<file path="config.mk">
export PLATFORM = sky130hd
export DESIGN_NAME = mux_rr_arbiter_flat
export DESIGN_NICKNAME = d
export VERILOG_FILES = /design/src/rtl/mux_rr_arbiter_pkg.sv /design/src/rtl/mux_rr_arbiter_if.sv /design/src/rtl/mux_rr_arbiter_rr_pick4.sv /design/src/rtl/mux_rr_arbiter.sv /design/src/flat_wrapper.sv
export SDC_FILE = /design/constraint.sdc
export NUM_CORES = 1
export LEC_CHECK = 0
export ABC_AREA = 1
export CAP_MARGIN = 10
export CELL_PAD_IN_SITES_DETAIL_PLACEMENT = 1
export CELL_PAD_IN_SITES_GLOBAL_PLACEMENT = 1
export CORE_UTILIZATION = 29
export CTS_CLUSTER_SIZE = 10
export DETAILED_ROUTE_END_ITERATION = 10
export PLACE_DENSITY_LB_ADDON = 0.1
export SETUP_SLACK_MARGIN = 0.15
export SLEW_MARGIN = 40
export SYNTH_ARGS = -nofsm -noshare
export SYNTH_HDL_FRONTEND = slang
export SYNTH_SLANG_ARGS = --single-unit
</file>
<file path="constraint.sdc">
create_clock -name clk -period 2.1 [get_ports clk]
set_input_delay 0.315 -clock clk [delete_from_list [all_inputs] [get_ports clk]]
set_output_delay 0.315 -clock clk [all_outputs]
set_load 0.05 [all_outputs]
</file>
<file path="src/rtl/mux_rr_arbiter_pkg.sv">
// Shared types and helpers for the four-way round-robin arbiter and its
// output stage.
package mux_arb_pkg;

    localparam int N_REQ = 4;
    localparam int SEL_W = 2;

    typedef enum logic {
        ST_EMPTY = 1'b0,
        ST_FULL  = 1'b1
    } state_t;

    function automatic logic [N_REQ-1:0] onehot2(input logic [SEL_W-1:0] sel);
        logic [N_REQ-1:0] v;
        v      = '0;
        v[sel] = 1'b1;
        return v;
    endfunction

endpackage

</file>
<file path="src/rtl/mux_rr_arbiter_if.sv">
// Requester/consumer bundle for mux_rr_arbiter. The slave side is the
// arbiter; the master side drives the requests and the downstream ready.
interface mux_rr_arbiter_if #(
    parameter int DATA_W = 4,
    parameter int CNT_W  = 8
);
    logic [3:0]        req_i;
    logic [DATA_W-1:0] a_i;
    logic [DATA_W-1:0] b_i;
    logic [DATA_W-1:0] c_i;
    logic [DATA_W-1:0] d_i;
    logic [3:0]        gnt_o;
    logic [DATA_W-1:0] y_o;
    logic [1:0]        sel_o;
    logic              y_valid_o;
    logic              y_ready_i;
    logic [CNT_W-1:0]  xfer_cnt_o;

    modport slave (
        input  req_i, a_i, b_i, c_i, d_i, y_ready_i,
        output gnt_o, y_o, sel_o, y_valid_o, xfer_cnt_o
    );

    modport master (
        output req_i, a_i, b_i, c_i, d_i, y_ready_i,
        input  gnt_o, y_o, sel_o, y_valid_o, xfer_cnt_o
    );
endinterface

</file>
<file path="src/rtl/mux_rr_arbiter_rr_pick4.sv">
// Combinational round-robin picker: first requester found when scanning
// upward from ptr, wrapping modulo four.
module rr_pick4
    import mux_arb_pkg::*;
(
    input  logic [N_REQ-1:0] req,
    input  logic [SEL_W-1:0] ptr,
    output logic [SEL_W-1:0] win,
    output logic             any
);

    // rot[k] is the request of the requester k places after ptr.
    logic [N_REQ-1:0] rot;

    generate
        for (genvar gi = 0; gi < N_REQ; gi++) begin : g_rot
            logic [SEL_W-1:0] idx;
            assign idx     = ptr + SEL_W'(gi);
            assign rot[gi] = req[idx];
        end
    endgenerate

    logic [SEL_W-1:0] ofs;

    always_comb begin
        ofs = '0;
        for (int k = N_REQ - 1; k >= 0; k--) begin
            if (rot[k]) begin
                ofs = SEL_W'(k);
            end
        end
        win = ptr + ofs;
        any = |req;
    end

endmodule

</file>
<file path="src/rtl/mux_rr_arbiter.sv">
// Four-requester round-robin arbiter with a single registered output word
// offered on a valid/ready channel, plus a completed-transfer counter.
module mux_rr_arbiter
    import mux_arb_pkg::*;
#(
    parameter int DATA_W = 4,
    parameter int CNT_W  = 8
) (
    input  logic            clk,
    input  logic            rst_n,
    mux_rr_arbiter_if.slave bus
);

    logic [DATA_W-1:0] data_arr [N_REQ];

    assign data_arr[0] = bus.a_i;
    assign data_arr[1] = bus.b_i;
    assign data_arr[2] = bus.c_i;
    assign data_arr[3] = bus.d_i;

    state_t            state_reg, state_next;
    logic [SEL_W-1:0]  ptr_reg,   ptr_next;
    logic [SEL_W-1:0]  sel_reg,   sel_next;
    logic [DATA_W-1:0] y_reg,     y_next;
    logic [CNT_W-1:0]  cnt_reg,   cnt_next;

    logic [SEL_W-1:0]  win;
    logic              any;
    logic              can_take;
    logic              grant;
    logic              done;

    rr_pick4 u_pick (
        .req (bus.req_i),
        .ptr (ptr_reg),
        .win (win),
        .any (any)
    );

    always_ff @(posedge clk or negedge rst_n) begin
        if (!rst_n) begin
            state_reg <= ST_EMPTY;
            ptr_reg   <= '0;
            sel_reg   <= '0;
            y_reg     <= '0;
            cnt_reg   <= '0;
        end else begin
            state_reg <= state_next;
            ptr_reg   <= ptr_next;
            sel_reg   <= sel_next;
            y_reg     <= y_next;
            cnt_reg   <= cnt_next;
        end
    end

    always_comb begin
        state_next = state_reg;
        ptr_next   = ptr_reg;
        sel_next   = sel_reg;
        y_next     = y_reg;
        cnt_next   = cnt_reg;

        // A grant is only possible when the output slot is free or is being
        // drained this same cycle; grants are suppressed while in reset.
        can_take = (state_reg == ST_EMPTY) || bus.y_ready_i;
        grant    = can_take && any && rst_n;
        done     = (state_reg == ST_FULL) && bus.y_ready_i;

        if (grant) begin
            y_next     = data_arr[win];
            sel_next   = win;
            state_next = ST_FULL;
            ptr_next   = win + SEL_W'(1);
        end else if (done) begin
            state_next = ST_EMPTY;
        end

        if (done) begin
            cnt_next = cnt_reg + CNT_W'(1);
        end

        bus.gnt_o = grant ? onehot2(win) : '0;
    end

    assign bus.y_o        = y_reg;
    assign bus.sel_o      = sel_reg;
    assign bus.y_valid_o  = (state_reg == ST_FULL);
    assign bus.xfer_cnt_o = cnt_reg;

endmodule

</file>
<file path="src/flat_wrapper.sv">
// flat-port wrapper written by rule: the top's interface ports become plain ports
module mux_rr_arbiter_flat import mux_arb_pkg::*;
#(
    parameter int DATA_W = 4,
    parameter int CNT_W  = 8
)
  (clk, rst_n, bus_req_i, bus_a_i, bus_b_i, bus_c_i, bus_d_i, bus_y_ready_i, bus_gnt_o, bus_y_o, bus_sel_o, bus_y_valid_o, bus_xfer_cnt_o);
  mux_rr_arbiter_if #(.DATA_W(DATA_W), .CNT_W(CNT_W)) bus_i ();
  input  logic clk;
  input  logic rst_n;
  input wire logic [$bits(bus_i.req_i)-1:0] bus_req_i;
  input wire logic [$bits(bus_i.a_i)-1:0] bus_a_i;
  input wire logic [$bits(bus_i.b_i)-1:0] bus_b_i;
  input wire logic [$bits(bus_i.c_i)-1:0] bus_c_i;
  input wire logic [$bits(bus_i.d_i)-1:0] bus_d_i;
  input wire logic [$bits(bus_i.y_ready_i)-1:0] bus_y_ready_i;
  output wire logic [$bits(bus_i.gnt_o)-1:0] bus_gnt_o;
  output wire logic [$bits(bus_i.y_o)-1:0] bus_y_o;
  output wire logic [$bits(bus_i.sel_o)-1:0] bus_sel_o;
  output wire logic [$bits(bus_i.y_valid_o)-1:0] bus_y_valid_o;
  output wire logic [$bits(bus_i.xfer_cnt_o)-1:0] bus_xfer_cnt_o;
  assign bus_i.req_i = bus_req_i;
  assign bus_i.a_i = bus_a_i;
  assign bus_i.b_i = bus_b_i;
  assign bus_i.c_i = bus_c_i;
  assign bus_i.d_i = bus_d_i;
  assign bus_i.y_ready_i = bus_y_ready_i;
  assign bus_gnt_o = bus_i.gnt_o;
  assign bus_y_o = bus_i.y_o;
  assign bus_sel_o = bus_i.sel_o;
  assign bus_y_valid_o = bus_i.y_valid_o;
  assign bus_xfer_cnt_o = bus_i.xfer_cnt_o;
  mux_rr_arbiter #(.DATA_W(DATA_W), .CNT_W(CNT_W)) u_core (.clk(clk), .rst_n(rst_n), .bus(bus_i));
endmodule
</file>
# [After elaboration in Yosys (flattened, before gate mapping)]
# Cells that the tools add are included.
[totals] register_bits=17 output_inout_bits=19 wordCells=47
[classes] n_addsub=6 magnitude_cmp=7 muxes=20 n_bitwise=2 reduce_logical=7
[ops] op="$lt 2x3->1 const B" n=5
[ops] op="$mux 4" n=3
[ops] op="$add 8x1->8 const B" n=1
[ops] op="$bmux 1 s2" n=4
[ops] op="$bmux 4 s2" n=1
[ops] op="$mux 2" n=4
[ops] op="$mux 1" n=7
[ops] op="$add 2x1->2 const B" n=2
[ops] op="$add 2x2->2 const B" n=2
[ops] op="$logic_and 1x1->1" n=4
[ops] op="$reduce_or 4->1" n=1
[ops] op="$ge 3x3->1 const B" n=1
[ops] op="$not 2->3" n=1
[ops] op="$add 2x2->2" n=1
[ops] op="$demux 1 s2" n=1
[ops] op="$ge 2x1->1 const B" n=1
[ops] op="$reduce_bool 2->1" n=1
[ops] op="$logic_or 1x1->1" n=1
[ops] op="$not 1->1" n=1

# [Longest topological paths before layout]
[depth] ltp_word=13 mapped_depth=15 ltp_nobuf=14

# [By module]
# From an unflattened synthesis, not the netlist that was laid out.
[unflattened] hier_cells=205 area_unflattened_um2=1296.2
[modules_own_cells] module="mux_rr_arbiter" n_inst=1 cells_each=149 area_per_inst_um2=1028.5 seq_area_each_um2=425.4
[modules_own_cells] module="rr_pick4" n_inst=1 cells_each=56 area_per_inst_um2=267.8 seq_area_each_um2=0.0

# [Least setup slack after synthesis]
# OpenSTA, ideal clock, no wires.
[synth_timing] path_kind="reg-to-output" startpoint="register u_core.ptr_reg[0]" endpoint="output port bus_gnt_o[0]" t_arrival_ns=2.384 required_time_ns=1.785 slack_ns=-0.599 path_stages_with_launch=14 path_buffers=1 path_cell_list="dfrtp_1 > buf_6 > inv_8 > nand2_2 > nand2_2 > nand2_1 > a31oi_1 > nor2_1 > ha_1 > xnor2_1 > inv_1 > nand2_4 > nand2_8 > nor3_2"
[synth_via] elab_chain_len=13
[synth_rtl] element="start: declaration" line_no="mux_rr_arbiter.sv:22" source="logic [SEL_W-1:0] ptr_reg, ptr_next;"
[synth_rtl] element="start signal: assignment" line_no="mux_rr_arbiter.sv:49" source="ptr_reg <= ptr_next;"
[synth_rtl] element="$add 2x2->2" line_no="mux_rr_arbiter_rr_pick4.sv:18" source="assign idx = ptr + SEL_W'(gi);"
[synth_rtl] element="$bmux 1 s2" line_no="mux_rr_arbiter_rr_pick4.sv:19" source="assign rot[gi] = req[idx];"
[synth_rtl] element="$mux 1 (implied by the code)" line_no="mux_rr_arbiter_rr_pick4.sv:19"
[synth_rtl] element="$mux 2 (4 in a row)" line_no="mux_rr_arbiter_rr_pick4.sv:28" source="if (rot[k]) begin"
[synth_rtl] element="$add 2x2->2 (*)" line_no="mux_rr_arbiter_rr_pick4.sv:32" source="win = ptr + ofs;"
[synth_rtl] element="$lt 2x3->1 (implied by the code) or $ge 2x1->1 (tied branches)" line_no="mux_rr_arbiter_pkg.sv:16" source="v[sel] = 1'b1;"
[synth_rtl] element="$logic_and 1x1->1 (implied by the code)" line_no="mux_rr_arbiter_pkg.sv:16"
[synth_rtl] element="$mux 1 (implied by the code)" line_no="mux_rr_arbiter_pkg.sv:16"
[synth_rtl] element="$demux 1 s2 (*)"
[synth_rtl] element="$mux 4 (*)" line_no="mux_rr_arbiter.sv:82" source="bus.gnt_o = grant ? onehot2(win) : '0;"
[synth_rtl] element="end: declaration" line_no="flat_wrapper.sv:17" source="output wire logic [$bits(bus_i.gnt_o)-1:0] bus_gnt_o;"
# Every way passes the cells marked *; elsewhere a longest branch is shown, timed or not. The select of a mux whose other input is x is not followed.

# [Final worst setup path]
# Same ends and word-level chain as after synthesis.

==> flow_summary.json <==
{
  "outcome": "finished with violations",
  "violations": "negative setup slack",
  "firstDrtPassIters": 3,
  "synth.area.top_cells": "dfrtp_1 34%, nand2_1 19%, nand3_2 7.1%",
  "synth-seq-cells": 17,
  "antenna_cells": 0,
  "end_kind": "primary output",
  "wl_per_cell_um": 13.3,
  "setup_ws_ps": -582,
  "async_reset_ff_frac": 1.00,
  "final_area_um2": 2090,
  "min_period_over_period": 1.28,
  "critPathBufInv": 3,
  "clock_skew_ps": 6.91,
  "drc": 0,
  "clock_path_buffers": 2,
  "cts_tree": "built",
  "crit_path_top_delay_cell": "dfrtp_1",
  "synth.most_common_cell": "nand2_1",
  "htree_levels": 1,
  "rsz0062_at_grt": "true",
  "finalWirelength_mm": 3.76,
  "antenna_found_initial": 0,
  "fmax_mhz": 373,
  "crit_top_cell": "nand2_2",
  "maxCapViolations": 0,
  "insertion_delay_ps": 250,
  "syn_inst": 164,
  "grt_pass1_vias": 1366,
  "area_delta_synth_final_pct": 64.9,
  "synth.distinct_cells": 27,
  "synth.avg_cell_area_um2": 7.72,
  "core_area_um2": 4090,
  "final_layout_size_suffix_gt1_frac": 0.373,
  "synth_seq_area_share": 0.336,
  "period_minus_slack_ps": 2680,
  "synth-main-ff-cell": "dfrtp_1",
  "hold_viol_final": 0,
  "timing.hold.ws_ps": 474,
  "setup-violations-final": 9,
  "synth-edff-count": 0,
  "fin_tns_setup_ps": -2260,
  "relSlewSlack": 0.657,
  "ys_warn_count": 0,
  "synth_top_cell_by_area": "dfrtp_1",
  "cp_cell_sequence": "buf_6 > nand2_1 > nand2_2 > nand2_2 > nand2_2 > a31oi_1 > nor2_1 > ha_2 > xnor2_4 > inv_2 > nand2_4 > nand2_8 > nor3_4 > buf_12",
  "io_buffers": 41,
  "num_vias": 1272,
  "hold_path_class": "primary input to asynchronous set/reset pin",
  "grt_usage": 0.178,
  "syn-num-nets": 190,
  "ios": 42,
  "tightest_slew_ps": 513,
  "cp.arrival_ps": 2370,
  "path_max_fanout": 9,
  "row_count": 23,
  "largest_reg_flops": 8,
  "crit_type": "flip-flop to primary output",
  "start_util": 0.310,
  "synthTopCellsByCount": "65 x nand2_1, 17 x dfrtp_1, 14 x inv_1, 11 x nand2_2, 9 x nand3_2",
  "root_buffer": "clkbuf_8",
  "via_per_inst": 4.49,
  "fp.dieH_um": 68.1,
  "gp_congestion": 0.787,
  "cp_top_family": "simple AND/OR/NAND/NOR gates",
  "slew_viol_final": 0,
  "critPathRequiredTime_ps": 1780,
  "dieArea_um2": 4630,
  "cts_buffers": 3,
  "clk_pin_slew_ps": 70,
  "die_x_um": 68.1,
  "final_nets": 260,
  "numClockSinks": 17,
  "drtIter0Drc": 25,
  "ant_nets": 0,
  "placed_area_um2": 1940,
  "dpl.hpwl_mm": 2.98,
  "synth_top_cell_area_share": 0.336,
  "worstSetupStartpointType": "flip-flop",
  "grt_pass1_wl_mm": 6.08,
  "slowest_delay_ps": 400,
  "grt_remaining_overflow": 0,
  "grt_max_degree": 18,
  "netlist_area_um2": 1270
}
repair_timing:
| item | in CTS | in global routing |
|---|---|---|
| cloned | 1 | 0 |
| endpoints found under the setup margin | 11 | 12 |
| hold buffers | 0 | 0 |
| pin swaps | 8 | 6 |
| buffers inserted | 3 | 2 |
| gates resized for setup | 13 | 11 |
area by class of cell:
class	count	area, µm²
Timing Repair Buffer	69	663
Timing Repair inverter	1	6.26
Multi-Input combinational cell	125	802
Sequential cell	17	425
Clock buffer	4	45.0
Inverter	17	83.8
Tap cell	50	62.6
Fill cell	490	2000
kinds of logic (layout without fill, tap and decap cells):
group | count (synthesis) | after routing | share of synthesized area
XOR/XNOR | 8 | 8 | 0.0553
AO/OA/AOI/OAI | 4 | 4 | 0.0168
adder cells (fa/ha/maj) | 3 | 3 | 0.0296
buffers and inverters | 22 | 91 | 0.0899
AND/OR/NAND/NOR | 110 | 110 | 0.472
flip-flops | 17 | 17 | 0.336
stage by stage:
stage                     instances   util  setup WS, ps
final                           283  0.511          -582
after global routing            283  0.511          -705
after CTS                       281  0.497          -565
after detailed placement        273  0.476          -689
after global placement          273  0.476          -589
after floorplan                 164      -          -372
metal layers:
| metal | vias to the layer above | global-route usage | share of wire |
|---|---|---|---|
| li1 | 648 | - | - |
| met1 | 603 | 0.219 | 0.42 |
| met2 | 19 | 0.327 | 0.55 |
| met3 | 2 | 0.0150 | 0.024 |
| met4 | 0 | 0.0469 | 0.0051 |
| met5 | - | 0 | 0 |
worst paths after layout:
| path | from | cells after the start | endpoint | slack [ps] |
|---|---|---|---|---|
| setup / recovery | u_core.ptr_reg[0]$_DFFE_PN0P_ | 14 | bus_gnt_o[0] | -580 |
| hold reg to reg | u_core.bus.xfer_cnt_o[7]$_DFFE_PN0P_ | 1 | u_core.bus.xfer_cnt_o[7]$_DFFE_PN0P_ | 470 |
| min in group clk | u_core.bus.xfer_cnt_o[7]$_DFFE_PN0P_ | 1 | u_core.bus.xfer_cnt_o[7]$_DFFE_PN0P_ | 470 |
| max in group asynchronous | rst_n | 2 | u_core.bus.xfer_cnt_o[0]$_DFFE_PN0P_ | 1430 |
| setup reg to reg | u_core.ptr_reg[0]$_DFFE_PN0P_ | 15 | u_core.ptr_reg[1]$_DFFE_PN0P_ | -30 |
| hold / removal | rst_n | 2 | u_core.bus.y_o[2]$_DFFE_PN0P_ | 470 |
layout by cell type (no fill, tap or decap), drive strengths merged:
master         instances
nand2                 79
clkdlybuf4s50         33
buf                   32
dfrtp                 17
nand3                 16
inv                   15
nor2                   7
xor2                   6
nand4                  5
dlygate4sd2            4
clkbuf                 4
nor3                   3
ha                     3
clkinvlp               2
xnor2                  2
o21ai                  2
a31oi                  1
clkinv                 1
a21oi                  1
Power is not shown: default switching activity piles up to over one toggle a cycle in this logic, so the estimate is an artifact.
